===== config.mk =====
export PLATFORM = sky130hd
export DESIGN_NAME = reflet_mem_arbiter
export DESIGN_NICKNAME = d
export VERILOG_FILES = /design/src/rtl/reflet_mem_arbiter_pkg.sv /design/src/rtl/reflet_arb_pick.sv /design/src/rtl/reflet_mem_arbiter.sv
export SDC_FILE = /design/constraint.sdc
export NUM_CORES = 1
export LEC_CHECK = 0
export ABC_AREA = 1
export ABC_CLOCK_PERIOD_IN_PS = 1500
export CORE_MARGIN = 2
export CORE_UTILIZATION = 39
export CTS_BUF_LIST = sky130_fd_sc_hd__clkbuf_16
export DETAILED_ROUTE_END_ITERATION = 8
export HOLD_SLACK_MARGIN = 0.15
export PLACE_DENSITY = 0.8
export SLEW_MARGIN = 20
export SYNTH_ARGS = -nofsm -noshare
export SYNTH_HDL_FRONTEND = slang
export SYNTH_SLANG_ARGS = --single-unit

===== constraint.sdc =====
create_clock -name clk -period 1.5 [get_ports clk]
set_input_delay 0.3 -clock clk [delete_from_list [all_inputs] [get_ports clk]]
set_output_delay 0.3 -clock clk [all_outputs]
set_load 0.02 [all_outputs]

===== src/rtl/reflet_mem_arbiter_pkg.sv =====
// Shared definitions for the Reflet memory arbiter: FSM state encoding,
// round-robin pointer reset value and a small helper for the pick logic.
// Optional feature macro: REFLET_ARB_ROUND_ROBIN_EN (see reflet_arb_pick).
package reflet_mem_arbiter_pkg;

    // Two-bit FSM encoding shared with the other Reflet blocks
    typedef enum logic [1:0] {
        ARB_IDLE    = 2'b00,
        ARB_ISSUE   = 2'b01,
        ARB_CAPTURE = 2'b10,
        ARB_DONE    = 2'b11
    } arb_state_t;

    // Pointer holds the id of the last granted master; starting at 1 gives
    // master 0 (the CPU) first priority after reset
    localparam logic RR_POINTER_RESET = 1'b1;

    // Id of the master that was not granted last time
    function automatic logic other_master(input logic id);
        return ~id;
    endfunction

endpackage


===== src/rtl/reflet_arb_pick.sv =====
// Combinational winner selection between the two bus masters.
// Default build: fixed priority, master 0 wins every tie.
// With REFLET_ARB_ROUND_ROBIN_EN defined: a tie goes to the master that was
// not granted last; a lone requester always wins.
module reflet_arb_pick (
    input  logic req0,
    input  logic req1,
    input  logic last_id,
    output logic grant_valid,
    output logic grant_id
);
    import reflet_mem_arbiter_pkg::*;

    // Choose the winning master from the current requests
    always_comb begin
        grant_valid = req0 | req1;
        grant_id    = 1'b0;
`ifdef REFLET_ARB_ROUND_ROBIN_EN
        if (req0 && req1) begin
            grant_id = other_master(last_id);
        end else begin
            grant_id = req1;
        end
`else
        grant_id = ~req0 & req1;
`endif
    end

`ifndef REFLET_ARB_ROUND_ROBIN_EN
    // Pointer is meaningless under fixed priority
    logic unused_last_id;
    assign unused_last_id = last_id;
`endif

endmodule


===== src/rtl/reflet_mem_arbiter.sv =====
// Two-master arbiter in front of the single Reflet RAM port. Serialises
// single-word reads and writes through an IDLE/ISSUE/CAPTURE/DONE FSM and
// returns a one-cycle ack to the owning master.
// Optional feature macro: REFLET_ARB_ROUND_ROBIN_EN enables round-robin
// arbitration and builds the pointer register; otherwise master 0 has
// fixed priority.
module reflet_mem_arbiter #(
    parameter int wordsize = 16
) (
    input  logic                clk,
    input  logic                reset,
    input  logic                enable,
    input  logic                req0,
    input  logic                req1,
    input  logic                we0,
    input  logic                we1,
    input  logic [wordsize-1:0] addr0,
    input  logic [wordsize-1:0] addr1,
    input  logic [wordsize-1:0] wdata0,
    input  logic [wordsize-1:0] wdata1,
    output logic [wordsize-1:0] rdata,
    output logic                ack0,
    output logic                ack1,
    output logic                gnt0,
    output logic                gnt1,
    output logic                busy,
    output logic [wordsize-1:0] mem_addr,
    output logic [wordsize-1:0] mem_data_out,
    input  logic [wordsize-1:0] mem_data_in,
    output logic                mem_write_en
);
    import reflet_mem_arbiter_pkg::*;

    arb_state_t          state;
    arb_state_t          next_state;
    logic                lat_we;
    logic                lat_owner;
    logic [wordsize-1:0] lat_addr;
    logic [wordsize-1:0] lat_wdata;
    logic [wordsize-1:0] rdata_q;
    logic                grant_valid;
    logic                grant_id;
    logic                last_id;
    logic                take_grant;

    assign take_grant = enable && (state == ARB_IDLE) && grant_valid;

    reflet_arb_pick u_pick (
        .req0        (req0),
        .req1        (req1),
        .last_id     (last_id),
        .grant_valid (grant_valid),
        .grant_id    (grant_id)
    );

`ifdef REFLET_ARB_ROUND_ROBIN_EN
    logic rr_last;

    // Remember which master was granted most recently
    always_ff @(posedge clk) begin
        if (!reset) begin
            rr_last <= RR_POINTER_RESET;
        end else if (take_grant) begin
            rr_last <= grant_id;
        end
    end

    assign last_id = rr_last;
`else
    assign last_id = RR_POINTER_RESET;
`endif

    // State register; enable low freezes the FSM in place
    always_ff @(posedge clk) begin
        if (!reset) begin
            state <= ARB_IDLE;
        end else if (enable) begin
            state <= next_state;
        end
    end

    // Next-state logic: reads pass through CAPTURE, writes skip it
    always_comb begin
        next_state = state;
        case (state)
            ARB_IDLE:    next_state = grant_valid ? ARB_ISSUE : ARB_IDLE;
            ARB_ISSUE:   next_state = lat_we ? ARB_DONE : ARB_CAPTURE;
            ARB_CAPTURE: next_state = ARB_DONE;
            ARB_DONE:    next_state = ARB_IDLE;
            default:     next_state = ARB_IDLE;
        endcase
    end

    // Latch the winning master's transaction at grant time
    always_ff @(posedge clk) begin
        if (!reset) begin
            lat_we    <= 1'b0;
            lat_owner <= 1'b0;
            lat_addr  <= '0;
            lat_wdata <= '0;
        end else if (take_grant) begin
            lat_owner <= grant_id;
            lat_we    <= grant_id ? we1 : we0;
            lat_addr  <= grant_id ? addr1 : addr0;
            lat_wdata <= grant_id ? wdata1 : wdata0;
        end
    end

    // Capture registered RAM read data; held until the next read
    always_ff @(posedge clk) begin
        if (!reset) begin
            rdata_q <= '0;
        end else if (enable && (state == ARB_CAPTURE)) begin
            rdata_q <= mem_data_in;
        end
    end

    // Output decode from the current state and latched owner
    always_comb begin
        rdata        = rdata_q;
        mem_addr     = lat_addr;
        mem_data_out = lat_wdata;
        mem_write_en = 1'b0;
        busy         = (state != ARB_IDLE);
        gnt0         = 1'b0;
        gnt1         = 1'b0;
        ack0         = 1'b0;
        ack1         = 1'b0;
        if (state != ARB_IDLE) begin
            gnt0 = ~lat_owner;
            gnt1 = lat_owner;
        end
        case (state)
            ARB_ISSUE: mem_write_en = lat_we;
            ARB_DONE: begin
                ack0 = ~lat_owner;
                ack1 = lat_owner;
            end
            default: begin
                mem_write_en = 1'b0;
            end
        endcase
    end

endmodule


== Yosys cells after proc, flatten, opt, wreduce, memory -nomap -nowiden ==
Index checks and enable logic that the tools add are counted.
Word-level totals
  flip-flop bits (word level): 52
  input port bits: 87
  word-level logic and storage cells: 29
Operators by class
  eq/ne operators: 3
  muxes and demuxes: 11
  bitwise logic cells: 4
  reduce and logical (&&, ||, !) cells: 5
Operator list (count)
  2-to-1 mux 16 bit: 2
  2-to-1 mux 1 bit: 8
  case mux 2 bit (4 select lines): 1
  equality test 2 bit, second input constant: 2
  logical AND 1 bit: 3
  equality test 2 x 1 -> 1 bit, second input constant: 1
  zero test 2 bit: 1
  inverter 1 bit: 2
  nonzero test 2 bit: 1
  AND 1 bit: 1
  bitwise OR 1 bit: 1

== Longest topological paths before layout ==
Gate-level depths: netlist of the first run.
  depth after elaboration: 3
  mapped depth: 9
  depth with buffers taken out: 8

== Modules after synthesis ==
A second synthesis of the first run with hierarchy kept.
Second synthesis, totals
  cell total of the unflattened synthesis: 426
  area total of the unflattened synthesis: 2586.2 µm²
Modules (own cells, without submodules)
  reflet_mem_arbiter: times used 1, cells each 422, area each 2571.2 µm², sequential area each 1041.0 µm²
  reflet_arb_pick: times used 1, cells each 4, area each 15.0 µm², sequential area each 0.0 µm²

== Worst setup path after synthesis of the first run ==
Ideal clock, no wire load.
  kind: reg2reg
  from: register state[0]
  to: register state[0]
  setup time: 0.110 ns
  data arrival time: 1.204 ns
  slack: 0.186 ns
  cell stages (with the launch flop): 10
  buffers on the path: 1
  period minus slack after synthesis: 1.314 ns
  cells stage by stage: dfxtp_1 > inv_1 > ha_1 > nand2_1 > inv_2 > nand2_2 > buf_2 > nand3_1 > nand2_1 > inv_1
On the way
  cells in the longest elaborated chain, start to end: 2
  elaborated cells between the ends (all ways): 5
RTL lines
  start: declaration: RTL line reflet_mem_arbiter.sv:34  | arb_state_t state;
  start signal: assignment: RTL line reflet_mem_arbiter.sv:78  | state <= next_state;
  equality test 2 bit, or another cell as far along: RTL line reflet_mem_arbiter.sv:85  | case (state)
  case mux 2 bit (4 select lines) *: RTL line reflet_mem_arbiter.sv:85
Mark *: on every way between the ends. The rest lies on a longest branch, timed or not.
A chain may end at the register's enable or synchronous reset.

== Worst setup path after layout of the first run ==
  from: register state[0]
  to: output port gnt0
On the way
  cells in the longest elaborated chain, start to end: 2
RTL lines
  nonzero test 2 bit: RTL line reflet_mem_arbiter.sv:129  | if (state != ARB_IDLE) begin
  2-to-1 mux 1 bit: RTL line reflet_mem_arbiter.sv:129
  end: declaration: RTL line reflet_mem_arbiter.sv:24  | output logic gnt0,
Every way passes these cells.

==> results of run 1 <==
## power breakdown
part	internal (mW)	leakage [nW]	switching, mW
logic	0.537	1.73	0.576
registers	1.50	0.428	0.0593
clock network	0.634	0.0748	0.529
total	2.67	2.24	1.16
## final cells by class
type / count / area (um^2)
multi-input cells: 303 / 1281
repair inverters: 1 / 7.507
well taps: 77 / 96.34
repair buffers: 161 / 1523
clock buffers: 5 / 125.1
fillers: 599 / 2140
inverters: 47 / 180.2
clock inverters: 3 / 26.28
flip-flops and latches: 52 / 1044
## logic make-up (layout without fill, tap and decap cells)
kind of cell,count (synthesis),count (layout),synth area share
AND/OR/NAND/NOR,279,279,0.4189
buffers and inverters,72,217,0.1228
flip-flops,52,52,0.3992
AO/OA/AOI/OAI,20,20,0.03983
adder cells (fa/ha/maj),4,4,0.01919
## critical path, stage by stage (launching register included)
cell and delay (ns):
sky130_fd_sc_hd__dfxtp_2 0.35, sky130_fd_sc_hd__inv_1 0.08, sky130_fd_sc_hd__ha_4 0.18, sky130_fd_sc_hd__nor2_1 0.09, sky130_fd_sc_hd__buf_2 0.18
## cell usage after synthesis (all sizes together)
library cell,number
nand2,143
nor2,102
dfxtp,52
inv,47
nand3,34
o21ai,18
buf,15
clkbuf,10
ha,4
a21oi,2
## worst max path at each step
stage | from | cells past startpoint | endpoint | slack [ns]
floorplan | state[0] | 9 | state[0] | 0.19
global placement | state[0] | 4 | gnt1 | -0.16
detailed placement | state[0] | 4 | gnt0 | -0.25
CTS | state[0] | 5 | ack0 | 0.006
global route | state[0] | 7 | rdata[15] | -0.05
finish | state[0] | 4 | gnt0 | 0.03
## routing by layer
layer  wire, um  share of wire
met1       3149           0.42
met2       3753           0.50
met3        584          0.078
met4         12         0.0016
met5          0              0
## registers in the layout, summed over array words and instances (netlist names)
signal        flops
lat_we            1
lat_owner         1
rdata            16
mem_addr         16
mem_data_out     16
state             2
## what timing repair did
action                                  CTS  global route
buffers inserted                          0             1
cloned                                    0             1
pin swaps                                 0             2
gates resized for setup                  79            14
endpoints found under the setup margin   78            25
==> Implementation_results.wiki, run 1 <==
{| class="wikitable"
! Metric !! Value
|-
| Data arrival, critical path || 1.17 ns
|-
| # hold bufs at CTS || 0
|-
| Req. time, crit path || 1.20 ns
|-
| Floorplan Core Area || 6422 um^2
|-
| Number of nets in the layout || 662
|-
| Sequential element share of the synthesized area || 0.3992
|-
| Peak supply drop || 414.4 uV
|-
| Commonest cells after routing, fill and taps aside || sky130_fd_sc_hd__nand2_1, sky130_fd_sc_hd__nor2_1, sky130_fd_sc_hd__clkdlybuf4s50_1
|-
| Source of the worst register-to-register timing path || state[0]
|-
| Slew of the pin with the lowest slew margin || 0.3274 ns
|-
| GRT met3 Usage || 0.05101
|-
| Hold path startpoint || reset
|-
| GR Util met1 || 0.2177
|-
| Static power due to leakage || 2.235 nW
|-
| Number of antenna violations at the first check in global routing || 0
|-
| I/O Buffers || 140
|-
| Number of remaining DRC errors || 13
|-
| Clock-pin slew on the worst setup and hold paths || 0.07 ns
|-
| Number of distinct library cell variants in the gate-level netlist after synthesis || 15
|-
| Number of global-route vias before repair || 2661
|-
| Top Usage Layer GRT || met2
|-
| Library cell occupying the most area in the post-synthesis netlist || sky130_fd_sc_hd__dfxtp_1
|-
| CP Launch Type || register
|-
| Critical setup path kind || reg2out
|-
| Most frequent standard cell in the layout excluding fill and tap cells || sky130_fd_sc_hd__nand2_1
|-
| Period utilization || 0.9783
|-
| Final antenna diode count || 0
|-
| First-pass GRT wire length || 11.67 mm
|-
| Max-slew headroom || 0.7817
|-
| Biggest area contributors in the synthesized netlist || sky130_fd_sc_hd__dfxtp_1, sky130_fd_sc_hd__nand2_1, sky130_fd_sc_hd__nor2_1, sky130_fd_sc_hd__nand3_1, sky130_fd_sc_hd__inv_1
|-
| Finished layout cell area || 4283 um^2
|-
| Global routing usage on met2 || 0.3736
|-
| Die ar. || 7356 um^2
|-
| Detailed-route vias per instance || 4.522
|-
| Largest net degree at the start of global routing || 23
|-
| Post-Place Cell Area || 4144 um^2
|-
| Post-route antenna net violation count || 0
|-
| Worst Reg-to-Reg Cells || 7
|-
| Unrepaired setup endpoints after global routing || true
|-
| Max-cap violations || 0
|-
| Highest attainable clock frequency || 681.5 MHz
|-
| Min Hold Slack || 0.4090 ns
|-
| First-pass iteration count of the detailed router || 9
|-
| Yosys synthesis warning count || 0
|-
| Clock Skews || 0.004511 ns
|-
| Failing checks || design-rule violations
|-
| Hold Crit Endpoint || mem_data_out[12]
|-
| Master cell of the clock root buffer || sky130_fd_sc_hd__clkbuf_16
|-
| Kind of end point of the critical path || output port
|-
| Total power || 3.837 mW
|-
| Number of instances on the worst hold path || 3
|-
| Number of levels in the clock H-tree || 2
|-
| Detailed placement HPWL || 5.691 mm
|-
| Clock tree from TritonCTS || yes
|-
| GRT Util Overall || 0.1956
|-
| Total congestion overflow || 0
|-
| Final number of hold-violating endpoints || 0
|-
| Horizontal extent of the die || 85.77 um
|-
| Synth Net Count || 518
|-
| Cell area after synthesis || 2608 um^2
|-
| Layout cells sized above 1 || 0.09266
|-
| TritonCTS Buffers || 5
|-
| Capture instance of the worst register-to-register path || rdata[15]
|-
| Final total negative setup slack || 0 ns
|-
| Detail-routed net length per standard cell || 11.55 um
|-
| Vertical die dimension || 85.77 um
|-
| Worst min-delay path category || in2reg
|-
| Fraction of post-synthesis cell area in the top cell type by area || 0.3992
|-
| Placement row count || 29
|-
| Max-slew violations || 0
|-
| R2R setup slack || 0.07 ns
|-
| Starting Density || 0.4060
|-
| Clock Tree Buf Depth || 2
|-
| Result of the run || finished with violations
|-
| Pwr Density || 895.9 nW/um^2
|-
| Clock sink total || 52
|-
| Number of standard cells after synthesis || 427
|-
| Area added between synthesis and finish || 64.25%
|-
| Post-Route Utilization || 0.6669
|-
| Syn_area_per_cell || 6.107 um^2
|-
| Count of placed standard cells including taps || 639
|-
| Clock Latency Late Sink || 0.29 ns
|-
| Final worst path period need || 1.467 ns
|-
| Setup ws final || 0.03261 ns
|-
| Highest fanout seen on the critical path || 5
|-
| Pre-CTS setup slack || -0.2539 ns
|-
| Detailed Route Iter0 Violations || 121
|-
| Via total after detailed routing || 2935
|-
| Register bit count reported by yosys || 52
|-
| Count of placed standard cells in the final layout, fillers left out || 649
|-
| I/O pin total || 141
|-
| Placer Congestion || 0.7789
|-
| Overall routed net length || 7.499 mm
|-
| Endpoints failing setup || 0
|}
Power figures use the tool's default switching activity.
==> inputs of run 2 (changes only) <==
Settings changed: ABC_AREA 1 to default, ABC_CLOCK_PERIOD_IN_PS 1500 to 1830, CTS_CLUSTER_DIAMETER from default to 80, PLACE_DENSITY 0.8 to 0.86.
Clock period 1.5 ns to 1.83 ns, I/O delays scaled along.
==> Implementation_results.wiki, run 2 <==
{| class="wikitable"
! Metric !! Value
|-
| Clock sink total || 52
|-
| Req. time, crit path || 1.46 ns
|-
| Largest net degree at the start of global routing || 35
|-
| Final total negative setup slack || 0 ns
|-
| Die ar. || 6088 um^2
|-
| CP Launch Type || register
|-
| Detailed-route vias per instance || 5.136
|-
| Hold path startpoint || rdata[10]
|-
| Number of standard cells after synthesis || 246
|-
| Kind of end point of the critical path || output port
|-
| Final worst path period need || 1.712 ns
|-
| Clock Latency Late Sink || 0.28 ns
|-
| Register bit count reported by yosys || 52
|-
| Post-CTS setup buffer count || 0
|-
| Total congestion overflow || 0
|-
| Power Internal || 2.108 mW
|-
| Number of levels in the clock H-tree || 2
|-
| Fraction of power consumed by sequential logic || 0.444
|-
| TritonCTS Buffers || 5
|-
| GRT Util Overall || 0.2104
|-
| Critical setup path kind || reg2out
|-
| Placement row count || 26
|-
| Horizontal extent of the die || 78.03 um
|-
| I/O Buffers || 140
|-
| Peak supply drop || 395.5 uV
|-
| Number of synthesized flops with an enable pin || 0
|-
| Number of antenna violations at the first check in global routing || 0
|-
| Async set-or-reset flop fraction in the synthesized netlist || 0
|-
| Beginning of the critical path || state[1]
|-
| Sequential element share of the synthesized area || 0.4871
|-
| Vertical die dimension || 78.03 um
|-
| Net switching share of the total power || 0.2599
|-
| Slew of the pin with the lowest slew margin || 0.5110 ns
|-
| Ys flop type || sky130_fd_sc_hd__dfxtp_1
|-
| Pre-CTS setup slack || 0.04851 ns
|-
| Max-slew headroom || 0.6585
|-
| Placer Congestion || 0.7411
|-
| Most frequent standard cell in the layout excluding fill and tap cells || sky130_fd_sc_hd__clkdlybuf4s50_1
|-
| Max-cap violations || 0
|-
| Syn_area_per_cell || 8.687 um^2
|-
| Number of nets in the layout || 470
|-
| Overall routed net length || 6.527 mm
|-
| First-pass GRT wire length || 10.45 mm
|-
| Via total after detailed routing || 2296
|-
| Switching Power || 740.3 uW
|-
| Clock Tree Buf Depth || 2
|-
| Synth Net Count || 337
|-
| Max-slew violations || 0
|-
| Data arrival, critical path || 1.35 ns
|-
| First-pass iteration count of the detailed router || 4
|-
| Detailed Route Iter0 Violations || 85
|-
| Highest fanout seen on the critical path || 4
|-
| Proportion of power drawn by the clock network || 0.292
|-
| Starting Density || 0.4106
|-
| Commonest cells after routing, fill and taps aside || sky130_fd_sc_hd__clkdlybuf4s50_1, sky130_fd_sc_hd__dfxtp_1, sky130_fd_sc_hd__a21oi_1
|-
| # hold bufs at CTS || 0
|-
| Result of the run || completed
|-
| Floorplan Core Area || 5205 um^2
|-
| Clock Skews || 0.002225 ns
|-
| Area added between synthesis and finish || 72.01%
|-
| Highest attainable clock frequency || 584.2 MHz
|-
| Detailed placement HPWL || 4.786 mm
|-
| Pwr Density || 774.8 nW/um^2
|-
| Static power due to leakage || 1.367 nW
|-
| Number of distinct library cell variants in the gate-level netlist after synthesis || 24
|-
| Library cell occupying the most area in the post-synthesis netlist || sky130_fd_sc_hd__dfxtp_1
|-
| Number of remaining DRC errors || 0
|-
| Final number of hold-violating endpoints || 0
|-
| I/O pin total || 141
|-
| Period utilization || 0.9353
|-
| Number of global-route vias before repair || 2224
|-
| Clock-pin slew on the worst setup and hold paths || 0.06 ns
|-
| Yosys synthesis warning count || 0
|-
| Clock tree from TritonCTS || yes
|-
| Master cell of the clock root buffer || sky130_fd_sc_hd__clkbuf_16
|-
| Source of the worst register-to-register timing path || state[0]
|-
| Layout cells sized above 1 || 0.05570
|-
| Cell area after synthesis || 2137 um^2
|-
| Worst min-delay path category || reg2reg
|-
| Post-route antenna net violation count || 0
|-
| Fraction of post-synthesis cell area in the top cell type by area || 0.4871
|-
| Setup ws final || 0.1184 ns
|-
| Final antenna diode count || 0
|-
| Endpoints failing setup || 0
|-
| Part of the power in combinational logic || 0.264
|-
| Detail-routed net length per standard cell || 14.60 um
|-
| Biggest area contributors in the synthesized netlist || sky130_fd_sc_hd__dfxtp_1, sky130_fd_sc_hd__a21oi_1, sky130_fd_sc_hd__o22ai_1, sky130_fd_sc_hd__nand2_1, sky130_fd_sc_hd__o21ai_1
|-
| Synth cell count leaders || sky130_fd_sc_hd__dfxtp_1, sky130_fd_sc_hd__a21oi_1, sky130_fd_sc_hd__nand2_1, sky130_fd_sc_hd__o22ai_1, sky130_fd_sc_hd__o21ai_1
|-
| Cell with the most instances after synthesis || sky130_fd_sc_hd__dfxtp_1
|-
| Unrepaired setup endpoints after global routing || false
|}
## run 2: changes by cell type in the layout (fill, tap and decap cells not counted), sizes merged, moves of 3 or more
cell	delta
buf	-21
o22ai	+33
o21ai	+15
dlygate4sd2	-45
nand2	-110
clkdlybuf4s50	+49
clkbuf	+3
nor2	-99
a21oi	+48
and2	+4
nand3	-34
inv	-43
## run 2: critical path: stages (launching register included)
cell and delay (ns):
sky130_fd_sc_hd__dfxtp_2 0.35, sky130_fd_sc_hd__inv_1 0.06, sky130_fd_sc_hd__ha_1 0.17, sky130_fd_sc_hd__and2_1 0.17, sky130_fd_sc_hd__dlygate4sd2_1 0.32
## run 2: final timing paths
check                                       end  slack, ns  depth (start not counted)
worst min register to register        rdata[10]       0.45                          2
worst min-delay path                  rdata[10]       0.45                          2
worst max register to register  mem_data_out[2]       0.32                          5
worst max-delay path               mem_write_en       0.12                          4
## run 2: power by group through the flow
stage | logic (mW) | clock network (mW) | registers (mW)
floorplan | 0.254 | 0 | 1.38
global placement | 0.746 | 0 | 1.28
detailed placement | 0.760 | 0 | 1.29
CTS | 0.757 | 0.857 | 1.27
global route | 0.806 | 0.904 | 1.27
finish | 0.752 | 0.831 | 1.27
## run 2: per-stage QoR
step | hold slack [ns] | cells | util | cell area [um^2] | total power [mW]
detailed placement | 0.4469 | 442 | 0.6856 | 3568 | 2.049
CTS | 0.4546 | 447 | 0.7082 | 3686 | 2.879
floorplan | 0.4567 | 246 | - | 2137 | 1.638
global placement | 0.4409 | 442 | 0.6856 | 3568 | 2.031
global route | 0.4701 | 447 | 0.7063 | 3676 | 2.985
finish | 0.4532 | 447 | 0.7063 | 3676 | 2.848
## run 2: routing by layer
metal / track usage / share of wire
met5: 0 / 0
met4: 0.06491 / 0.016
met3: 0.06322 / 0.089
met2: 0.3750 / 0.48
met1: 0.2420 / 0.42
## run 2: final cells by class
| cell class | instances | area [um^2] |
|---|---|---|
| sequential | 52 | 1042 |
| timing repair buffer | 147 | 1485 |
| fill | 427 | 1529 |
| inverter | 5 | 18.77 |
| clock buffer | 5 | 125.1 |
| tap | 70 | 87.58 |
| multi-input combinational | 168 | 917.1 |
## run 2: what timing repair did
item	4_1_cts	5_1_grt
gates resized for setup	6	7
pin swaps	0	0
hold endpoints to repair	0	0
endpoints found under the setup margin	6	4
## run 2: kinds of logic (layout without fill, tap and decap cells)
family / count (synthesis) / in the layout / synth area share
buf+inv: 26 / 157 / 0.08372
simple gates: 43 / 43 / 0.08372
mux: 1 / 1 / 0.004684
flops: 52 / 52 / 0.4871
fa+ha+maj: 4 / 4 / 0.02342
compound gates: 120 / 120 / 0.3173
